`config.mk`:
```
export PLATFORM = sky130hd
export DESIGN_NAME = branch_predict_unit
export DESIGN_NICKNAME = d
export VERILOG_FILES = /design/src/rtl/branch_predict_unit_pkg.sv /design/src/rtl/branch_predict_unit_bht_table.sv /design/src/rtl/branch_predict_unit.sv
export SDC_FILE = /design/constraint.sdc
export NUM_CORES = 1
export LEC_CHECK = 0
export BUFFER_PORTS_ARGS = -buffer_cell sky130_fd_sc_hd__buf_2
export CORE_MARGIN = 2
export CORE_UTILIZATION = 54
export CTS_CLUSTER_SIZE = 28
export DETAILED_ROUTE_END_ITERATION = 10
export MAX_ROUTING_LAYER = met4
export PLACE_DENSITY = 0.85
export SYNTH_ARGS = -nofsm -noshare
export SYNTH_HDL_FRONTEND = slang
export SYNTH_SLANG_ARGS = --single-unit
```
`constraint.sdc`:
```
create_clock -name clk -period 6.4 [get_ports clk]
set_clock_uncertainty 0.05 [all_clocks]
set_input_delay 0.64 -clock clk [delete_from_list [all_inputs] [get_ports clk]]
set_output_delay 0.64 -clock clk [all_outputs]
set_load 0.05 [all_outputs]
```
`src/rtl/branch_predict_unit_pkg.sv`:
```
// Shared encodings for the branch predict unit: resolve branch classes,
// function codes and 2-bit saturating counter states.
package branch_predict_unit_pkg;

  typedef enum logic [1:0] {
    BR_NONE   = 2'b00,
    BR_REG    = 2'b01,
    BR_FLAG2  = 2'b10,
    BR_ALWAYS = 2'b11
  } br_class_e;

  // Function codes under BR_REG
  localparam logic [5:0] FN_JR     = 6'h00;
  localparam logic [5:0] FN_F1     = 6'h01;
  localparam logic [5:0] FN_F0     = 6'h02;
  localparam logic [5:0] FN_NF0    = 6'h03;
  // Function codes under BR_FLAG2
  localparam logic [5:0] FN_JMP    = 6'h00;
  localparam logic [5:0] FN_F2     = 6'h01;
  localparam logic [5:0] FN_NF2    = 6'h02;

  localparam logic [1:0] CNT_SNT = 2'b00;
  localparam logic [1:0] CNT_WNT = 2'b01;
  localparam logic [1:0] CNT_WT  = 2'b10;
  localparam logic [1:0] CNT_ST  = 2'b11;

  function automatic logic [1:0] cnt_next(input logic [1:0] cnt, input logic taken);
    logic [1:0] nxt;
    nxt = cnt;
    if (taken && cnt != CNT_ST) nxt = cnt + 2'd1;
    else if (!taken && cnt != CNT_SNT) nxt = cnt - 2'd1;
    return nxt;
  endfunction

endpackage

```
`src/rtl/branch_predict_unit_bht_table.sv`:
```
// Branch history table: DEPTH 2-bit saturating counters with one
// combinational read port and one synchronous update port.
module bht_table
  import branch_predict_unit_pkg::*;
#(
  parameter int DEPTH = 16,
  parameter int IDX_W = $clog2(DEPTH)
) (
  input  logic             clk,
  input  logic             rst_n,
  input  logic [IDX_W-1:0] i_rd_idx,
  output logic [1:0]       o_rd_cnt,
  input  logic             i_wr_en,
  input  logic [IDX_W-1:0] i_wr_idx,
  input  logic             i_wr_taken
);

  logic [1:0] r_cnt [DEPTH];

  // Read returns the stored value, so a same-cycle update is not yet visible.
  assign o_rd_cnt = r_cnt[i_rd_idx];

  // NOTE: the table is reset entry-by-entry because every counter must start
  // weak-not-taken; this forces flops rather than a RAM macro.
  always_ff @(posedge clk or negedge rst_n) begin
    if (!rst_n) begin
      for (int i = 0; i < DEPTH; i++) r_cnt[i] <= CNT_WNT;
    end else if (i_wr_en) begin
      r_cnt[i_wr_idx] <= cnt_next(r_cnt[i_wr_idx], i_wr_taken);
    end
  end

endmodule

```
`src/rtl/branch_predict_unit.sv`:
```
// Fetch PC generation with a bimodal predictor, branch resolution,
// mispredict redirect and saturating statistics counters.
module branch_predict_unit
  import branch_predict_unit_pkg::*;
#(
  parameter int              PC_W      = 32,
  parameter int              BHT_DEPTH = 16,
  parameter int              CNT_W     = 16,
  parameter logic [PC_W-1:0] RESET_PC  = '0
) (
  input  logic             clk,
  input  logic             rst,
  input  logic             stall,
  input  logic             f_is_branch,
  input  logic [PC_W-1:0]  f_target,
  output logic [PC_W-1:0]  pc,
  output logic [PC_W-1:0]  pred_next,
  input  logic             r_valid,
  input  logic [PC_W-1:0]  r_pc,
  input  logic [1:0]       r_branch,
  input  logic [5:0]       r_func,
  input  logic [2:0]       r_flags,
  input  logic [PC_W-1:0]  r_rs_val,
  input  logic [PC_W-1:0]  r_target,
  input  logic [PC_W-1:0]  r_pred_next,
  output logic             redirect,
  output logic [PC_W-1:0]  redirect_pc,
  output logic [CNT_W-1:0] branch_cnt,
  output logic [CNT_W-1:0] mispred_cnt
);

  localparam int IDX_W = $clog2(BHT_DEPTH);

  logic [PC_W-1:0]  r_fetch_pc;
  logic [CNT_W-1:0] r_br_cnt;
  logic [CNT_W-1:0] r_mp_cnt;

  logic [1:0]      w_rd_cnt;
  logic [PC_W-1:0] w_actual;
  logic            w_cond;
  logic            w_taken;
  logic            w_upd;

  bht_table #(
    .DEPTH (BHT_DEPTH),
    .IDX_W (IDX_W)
  ) u_bht (
    .clk        (clk),
    .rst_n      (rst),
    .i_rd_idx   (r_fetch_pc[IDX_W-1:0]),
    .o_rd_cnt   (w_rd_cnt),
    .i_wr_en    (w_upd),
    .i_wr_idx   (r_pc[IDX_W-1:0]),
    .i_wr_taken (w_taken)
  );

  assign pc        = r_fetch_pc;
  assign pred_next = (f_is_branch && w_rd_cnt[1]) ? f_target : r_fetch_pc + PC_W'(1);

  // NOTE: every output of this block gets a default first so an unlisted
  // class/function combination falls through to sequential flow, not a latch.
  always_comb begin
    w_actual = r_pc + PC_W'(1);
    w_cond   = 1'b0;
    w_taken  = 1'b0;
    case (br_class_e'(r_branch))
      BR_REG: begin
        case (r_func)
          FN_JR:   w_actual = r_rs_val;
          FN_F1:   begin w_cond = 1'b1; w_taken = r_flags[1];  end
          FN_F0:   begin w_cond = 1'b1; w_taken = r_flags[0];  end
          FN_NF0:  begin w_cond = 1'b1; w_taken = !r_flags[0]; end
          default: ;
        endcase
      end
      BR_FLAG2: begin
        case (r_func)
          FN_JMP:  w_actual = r_target;
          FN_F2:   begin w_cond = 1'b1; w_taken = r_flags[2];  end
          FN_NF2:  begin w_cond = 1'b1; w_taken = !r_flags[2]; end
          default: ;
        endcase
      end
      BR_ALWAYS: w_actual = r_target;
      default:   ;
    endcase
    if (w_cond && w_taken) w_actual = r_target;
  end

  assign redirect    = r_valid && (w_actual != r_pred_next);
  assign redirect_pc = w_actual;
  assign w_upd       = r_valid && w_cond;

  // NOTE: state registers use non-blocking assignments so all flops sample
  // the same pre-edge values regardless of statement order.
  always_ff @(posedge clk or negedge rst) begin
    if (!rst) begin
      r_fetch_pc <= RESET_PC;
      r_br_cnt   <= '0;
      r_mp_cnt   <= '0;
    end else begin
      // A redirect wins over stall: the wrong-path fetch must be abandoned.
      if (redirect)    r_fetch_pc <= w_actual;
      else if (!stall) r_fetch_pc <= pred_next;
      if (w_upd && r_br_cnt != '1)    r_br_cnt <= r_br_cnt + CNT_W'(1);
      if (redirect && r_mp_cnt != '1) r_mp_cnt <= r_mp_cnt + CNT_W'(1);
    end
  end

  assign branch_cnt  = r_br_cnt;
  assign mispred_cnt = r_mp_cnt;

endmodule

```
* After elaboration in Yosys (flattened, before gate mapping) *
Cells that the tools add are included.

cells by class
  add/subtract/negate cells = 6
  magnitude comparators = 3
  equal/unequal tests = 11
  multiplexer cells = 25
  bitwise gates (word level) = 2
  reduce and logical (&&, ||, !) cells = 16

operator list
  operator                                                                       number
  32-bit two-way mux                                                             6
  32-bit one-hot mux with 3 select lines                                         1
  32-bit by 1-bit adder with 32-bit output (second input constant)               2
  16-bit by 1-bit adder with 16-bit output (second input constant)               2
  32-bit bitwise mux                                                             1
  16-bit != test (second input constant)                                         2
  32-bit != test                                                                 1
  2-bit binary-select mux with 4-bit select                                      2
  2-bit two-way mux                                                              8
  6-bit by 2-bit equality test with 1-bit output (second input constant)         2
  5-bit >= comparator (second input constant)                                    2
  4-bit NOT with 5-bit output                                                    2
  1-bit logical AND                                                              9
  2-bit demux with 4-bit select                                                  1
  6-bit by 1-bit equality test with 1-bit output (second input constant)         1
  6-bit logical NOT                                                              1
  1-bit one-hot mux with 2 select lines                                          3
  5-bit by 1-bit less-than comparator with 1-bit output (second input constant)  1
  2-bit equality test (second input constant)                                    2
  1-bit logical NOT                                                              3
  1-bit one-hot mux with 3 select lines                                          1
  3-bit OR reduction                                                             1
  2-bit by 1-bit adder with 2-bit output (second input constant)                 1
  2-bit by 1-bit equality test with 1-bit output (second input constant)         1
  6 further kinds                                                                7

word-level totals
  flip-flop bits (word level) = 96
  input bits = 176
  word-level logic and storage cells = 82

* Longest topological paths before layout *
  word-level depth = 10
  depth in mapped cells = 18

* Hierarchy *
From an unflattened synthesis, not the netlist that was laid out.

unflattened totals
  cells, all modules = 988
  area total of the unflattened synthesis = 8237.9 um^2

by module, submodules not included
  module               instances  cells an instance  area each (um^2)  seq. area each (um^2)
  branch_predict_unit  1          830                6222.2            1601.5
  bht_table            1          158                2015.7            820.8

* Least setup slack after synthesis *
OpenSTA, ideal clock, no wires.

  path kind = input port to output port
  start = input port r_branch[0]
  end = output port redirect
  arrival time = 4.495 ns
  required time = 5.710 ns
  setup slack = 1.215 ns
  cell stages on the path = 13
  path buffers = 2
  cell sequence = inv_1 > ha_1 > and4b_1 > o211a_1 > a211o_1 > clkbuf_1 > o21ai_0 > xor2_1 > nor4_1 > nand4_1 > o31ai_4 > buf_4 > inv_1

on the way
  word-level cells in the longest chain between the ends = 6

RTL lines
  item                                                                                          RTL line                   text
  start, declared                                                                               branch_predict_unit.sv:20  input logic [1:0] r_branch,
  2-bit equality test / 2-bit by 1-bit equality test with 1-bit output (equally long branches)  branch_predict_unit.sv:66  case (br_class_e'(r_branch))
  1-bit one-hot mux with 2 select lines                                                         branch_predict_unit.sv:66
  1-bit logical AND                                                                             branch_predict_unit.sv:87  if (w_cond && w_taken) w_actual = r_target;
  32-bit two-way mux (*)                                                                        branch_predict_unit.sv:87
  via redirect_pc[30]                                                                           branch_predict_unit.sv:27  output logic [PC_W-1:0] redirect_pc,
  32-bit != test (*)                                                                            branch_predict_unit.sv:90  assign redirect = r_valid && (w_actual != r_pred_next);
  1-bit logical AND (*)                                                                         branch_predict_unit.sv:90
  end, declared                                                                                 branch_predict_unit.sv:26  output logic redirect,

Mark *: on every way through the listed nets, which the timed path passes. The rest lies on a longest branch.

* Worst setup path after layout *
  start = input port r_branch[1]
  end = register r_mp_cnt[1], in the netlist mispred_cnt[1]

on the way
  word-level cells in the longest chain between the ends = 7

RTL lines
  item                                                                                          RTL line                    text
  2-bit equality test / 2-bit by 1-bit equality test with 1-bit output (equally long branches)  branch_predict_unit.sv:66
  1-bit one-hot mux with 2 select lines                                                         branch_predict_unit.sv:66
  1-bit logical AND                                                                             branch_predict_unit.sv:87
  32-bit two-way mux (*)                                                                        branch_predict_unit.sv:87
  32-bit != test (*)                                                                            branch_predict_unit.sv:90
  1-bit logical AND (*)                                                                         branch_predict_unit.sv:90
  1-bit logical AND (*)                                                                         branch_predict_unit.sv:106  if (redirect && r_mp_cnt != '1) r_mp_cnt <= r_mp_cnt + CNT_W'(1);
  end signal, assigned                                                                          branch_predict_unit.sv:106
  end, declared                                                                                 branch_predict_unit.sv:36   logic [CNT_W-1:0] r_mp_cnt;

Every way passes the cells marked *; elsewhere a longest branch is shown, timed or not.
A chain may end at the register's enable or synchronous reset.

==> metrics <==
GP Congestion=1.062; post-route cell area=0.009568 mm^2; GR met1 Demand/Resource=0.4768; Most used DFF post-synth=dfrtp_1; vias=8101; Yosys reg bits=96; PostCTS Resize Cnt=0; Worst slew margin=0.1623; sequential-to-total area share from yosys stat=0.3173; antenna violations before repair=6; met2 Use GR=0.5390; global-route wire length before repair=40.16 mm; Yosys top cell area share=0.2622; hold_buf cts=0; grt met3 use=0.08118; FP Rows=43; CTS Buf Count=9; family with the most delay on the worst path=compound AO/OA/AOI/OAI gates; GRT busiest layer=met2; fin crit period=5353 ps; worst slew pin tran=1248 ps; TritonCTS Sinks=96; CTS root buf=clkbuf_16; CTS tree=built; Max rail drop VDD=0.0002181 V; total design power=2.197 mW; final setup vio count=0; Post-DP HPWL=21.92 mm; top post-synthesis cells by area=dfrtp_1 26%, xnor2_1 6.4%, xor2_1 6.2%, dfstp_2 5.5%, mux2_2 5.3%; syn avg cell area=8.816 um^2; H-tree Lvls=3; Int Power=1.212 mW; pin count of the biggest net entering global routing=82; number of DRC violations after detailed-routing iteration 0=732; Comb power frac=0.411; clk buf depth=2; CP max stage delay=940 ps; Initial Utilization=0.5522; Post-Syn Nets=1055; Max Cap Viol=0; Post-DRT Antenna Nets=0; Mapped Area=0.007635 mm^2; DRC=0; ys async rst share=1.000; Layout area overhead=25.32%; CP Max Fanout=81; placed insts=1318; Die Y=122.9 um; status=finished clean; gr usage total=0.3622; CP endpoint kind=register; Fin Setup TNS=0 ps; Peak Freq=0.1868 GHz; Final #Nets=1338; WHS=121.7 ps; via count of the first global-routing pass=7252; Worst path most repeated cell=inv_1; clock slew at reported path FFs=70 ps; WP data arrival=5530 ps; Synthesis Warnings=0; Mapped Cells=866; pre-CTS setup slack=866.6 ps; GR Overflow Total=0; # IOs=305; Detailed Route WL=27.43 mm; fin crit share=0.8365; Net Switching=0.9846 mW; Static Leak=4.548 nW; Port Buffer Count=304; EDFF count, synth=0; final worst-path setup slack=1047 ps; HP Class=in2async; Die ar.=0.01511 mm^2; Setup CP Type=in2reg; final hold vios=0; Wirelength per Cell=20.44 um; Critical path buffers and inverters=4; pwr dens=229.6 mW/mm^2; Sw Share=0.4482; part of the power in registers=0.334; post-layout util=0.6920; die span in x=122.9 um; Core Region=0.01383 mm^2; Placed Area=0.009244 mm^2; Layout Cells excl Fill=1342; max-slew violations=0; cells along the critical path=buf_2, inv_1, ha_1, inv_1, a211oi_1, a211o_1, a222oi_1, xnor2_1, nor4_1, nand4b_1, o31ai_4, buf_4, or2_2, mux2_1; Worst-Skew Late Latency=350 ps; Worst Reg-to-Reg Cells=6; clock power share=0.255; first-pass detailed-route iteration total=5; Req. time, crit path=6580 ps; RSZ-0062 raised after global routing=false; post-CTS setup buffers=0; fraction of layout cells with a size suffix above 1=0.3527; Netlist cell types=65; vias per cell=6.037; critical path depth=14; Critical Path Start Type=input pin; dominant cell type by area after synthesis=dfrtp_1; slowest CP cell=a211o_1
[layout make-up]
cell class | count | area (um^2)
diodes | 8 | 20.02
clock buffers | 9 | 225.2
clock inverters | 7 | 78.83
fillers | 1122 | 4259
inverters | 25 | 93.84
multi-input cells | 705 | 4918
flip-flops and latches | 96 | 2422
well taps | 180 | 225.2
repair buffers | 312 | 1584
[path summary, 6_finish.rpt]
kind / from / end / slack (ps)
max: r_branch[1] / mispred_cnt[1] / 1050
min: rst / branch_cnt[1] / 120
max reg2reg: pc[0] / pc[10] / 3050
min reg2reg: branch_cnt[15] / branch_cnt[15] / 430
max in group asynchronous: rst / pc[17] / 4940
min in group clk: branch_cnt[15] / branch_cnt[15] / 430
[layout by cell type, fill, tap and decap left out, types with 4 or more instances in the layout]
master and n:
mux2i_1 29, nand4_1 22, nor2_1 87, dfstp_2 16, nand2_1 79, or2_2 5, nor2b_1 5, or4_1 4
o21ai_0 24, nand2b_1 5, clkbuf_16 9, xor2_1 54, nor3_1 18, mux4_2 15, a31oi_1 6, ha_1 13
nand3_1 33, and2_1 10, buf_4 9, a211oi_1 6, buf_2 303, a22oi_1 17, diode_2 8, xnor2_1 56
dfrtp_1 80, mux2_2 36, nor4_1 14, nor3b_1 5, a21oi_1 75, o21ai_1 5, and3_1 21, inv_1 25
a22o_1 5, and4_1 7
[registers in the layout, summed over array words and instances (netlist names)]
register,flops
pc,32
branch_cnt,16
mispred_cnt,16
u_bht.r_cnt,32
[synthesized netlist by cell type, types with 3 or more instances]
cell / count
nor2b_1: 5
xor2_1: 54
buf_4: 4
a211o_1: 3
o21ai_1: 5
clkbuf_1: 25
o211a_1: 3
nand2_1: 80
a22oi_1: 17
a21oi_1: 75
nor3b_1: 5
a211oi_1: 6
o31ai_1: 3
ha_1: 13
xnor2_1: 56
nor3_1: 18
nand3_1: 33
mux2i_1: 29
nor2_1: 87
dfrtp_1: 80
a22o_1: 5
o21ai_0: 24
a31oi_1: 6
inv_1: 25
and2_1: 10
and4_1: 7
nand2b_1: 5
o21a_1: 3
a222oi_1: 3
nor4_1: 14
and3_1: 21
mux2_2: 36
or4_1: 4
buf_6: 4
mux4_2: 15
dfstp_2: 16
nand4_1: 22
or2_2: 5
buf_2: 6
[metal layers]
layer  vias to the layer above  wire (um)
li1                       3700          -
met1                      3812      11040
met2                       511      12300
met3                        78       2973
met4                         0       1115
met5                         -          0
[worst reg2reg max path: cells and delay by family, from the launching register on]
kind,cells,cell delay (ps)
multiplexers,4,1670
AND/OR/NAND/NOR,1,750
flip-flops,1,640
AO/OA/AOI/OAI,1,100
[kinds of logic after synthesis]
group / synth area share
simple gates: 0.2168
compound gates: 0.1413
xor+xnor: 0.1262
flops: 0.3173
mux: 0.1383
buf+inv: 0.03884
fa+ha+maj: 0.02131
[power groups by stage]
| stage | clock network, mW | logic (mW) | registers [mW] |
|---|---|---|---|
| 3_5_place_dp | 0 | 0.893 | 0.743 |
| 5_1_grt | 0.586 | 0.951 | 0.742 |
| 2_1_floorplan | 0 | 0.450 | 0.906 |
| 6_report | 0.560 | 0.902 | 0.734 |
| 3_3_place_gp | 0 | 0.886 | 0.740 |
| 4_1_cts | 0.566 | 0.895 | 0.733 |
Power figures use the tool's default switching activity.
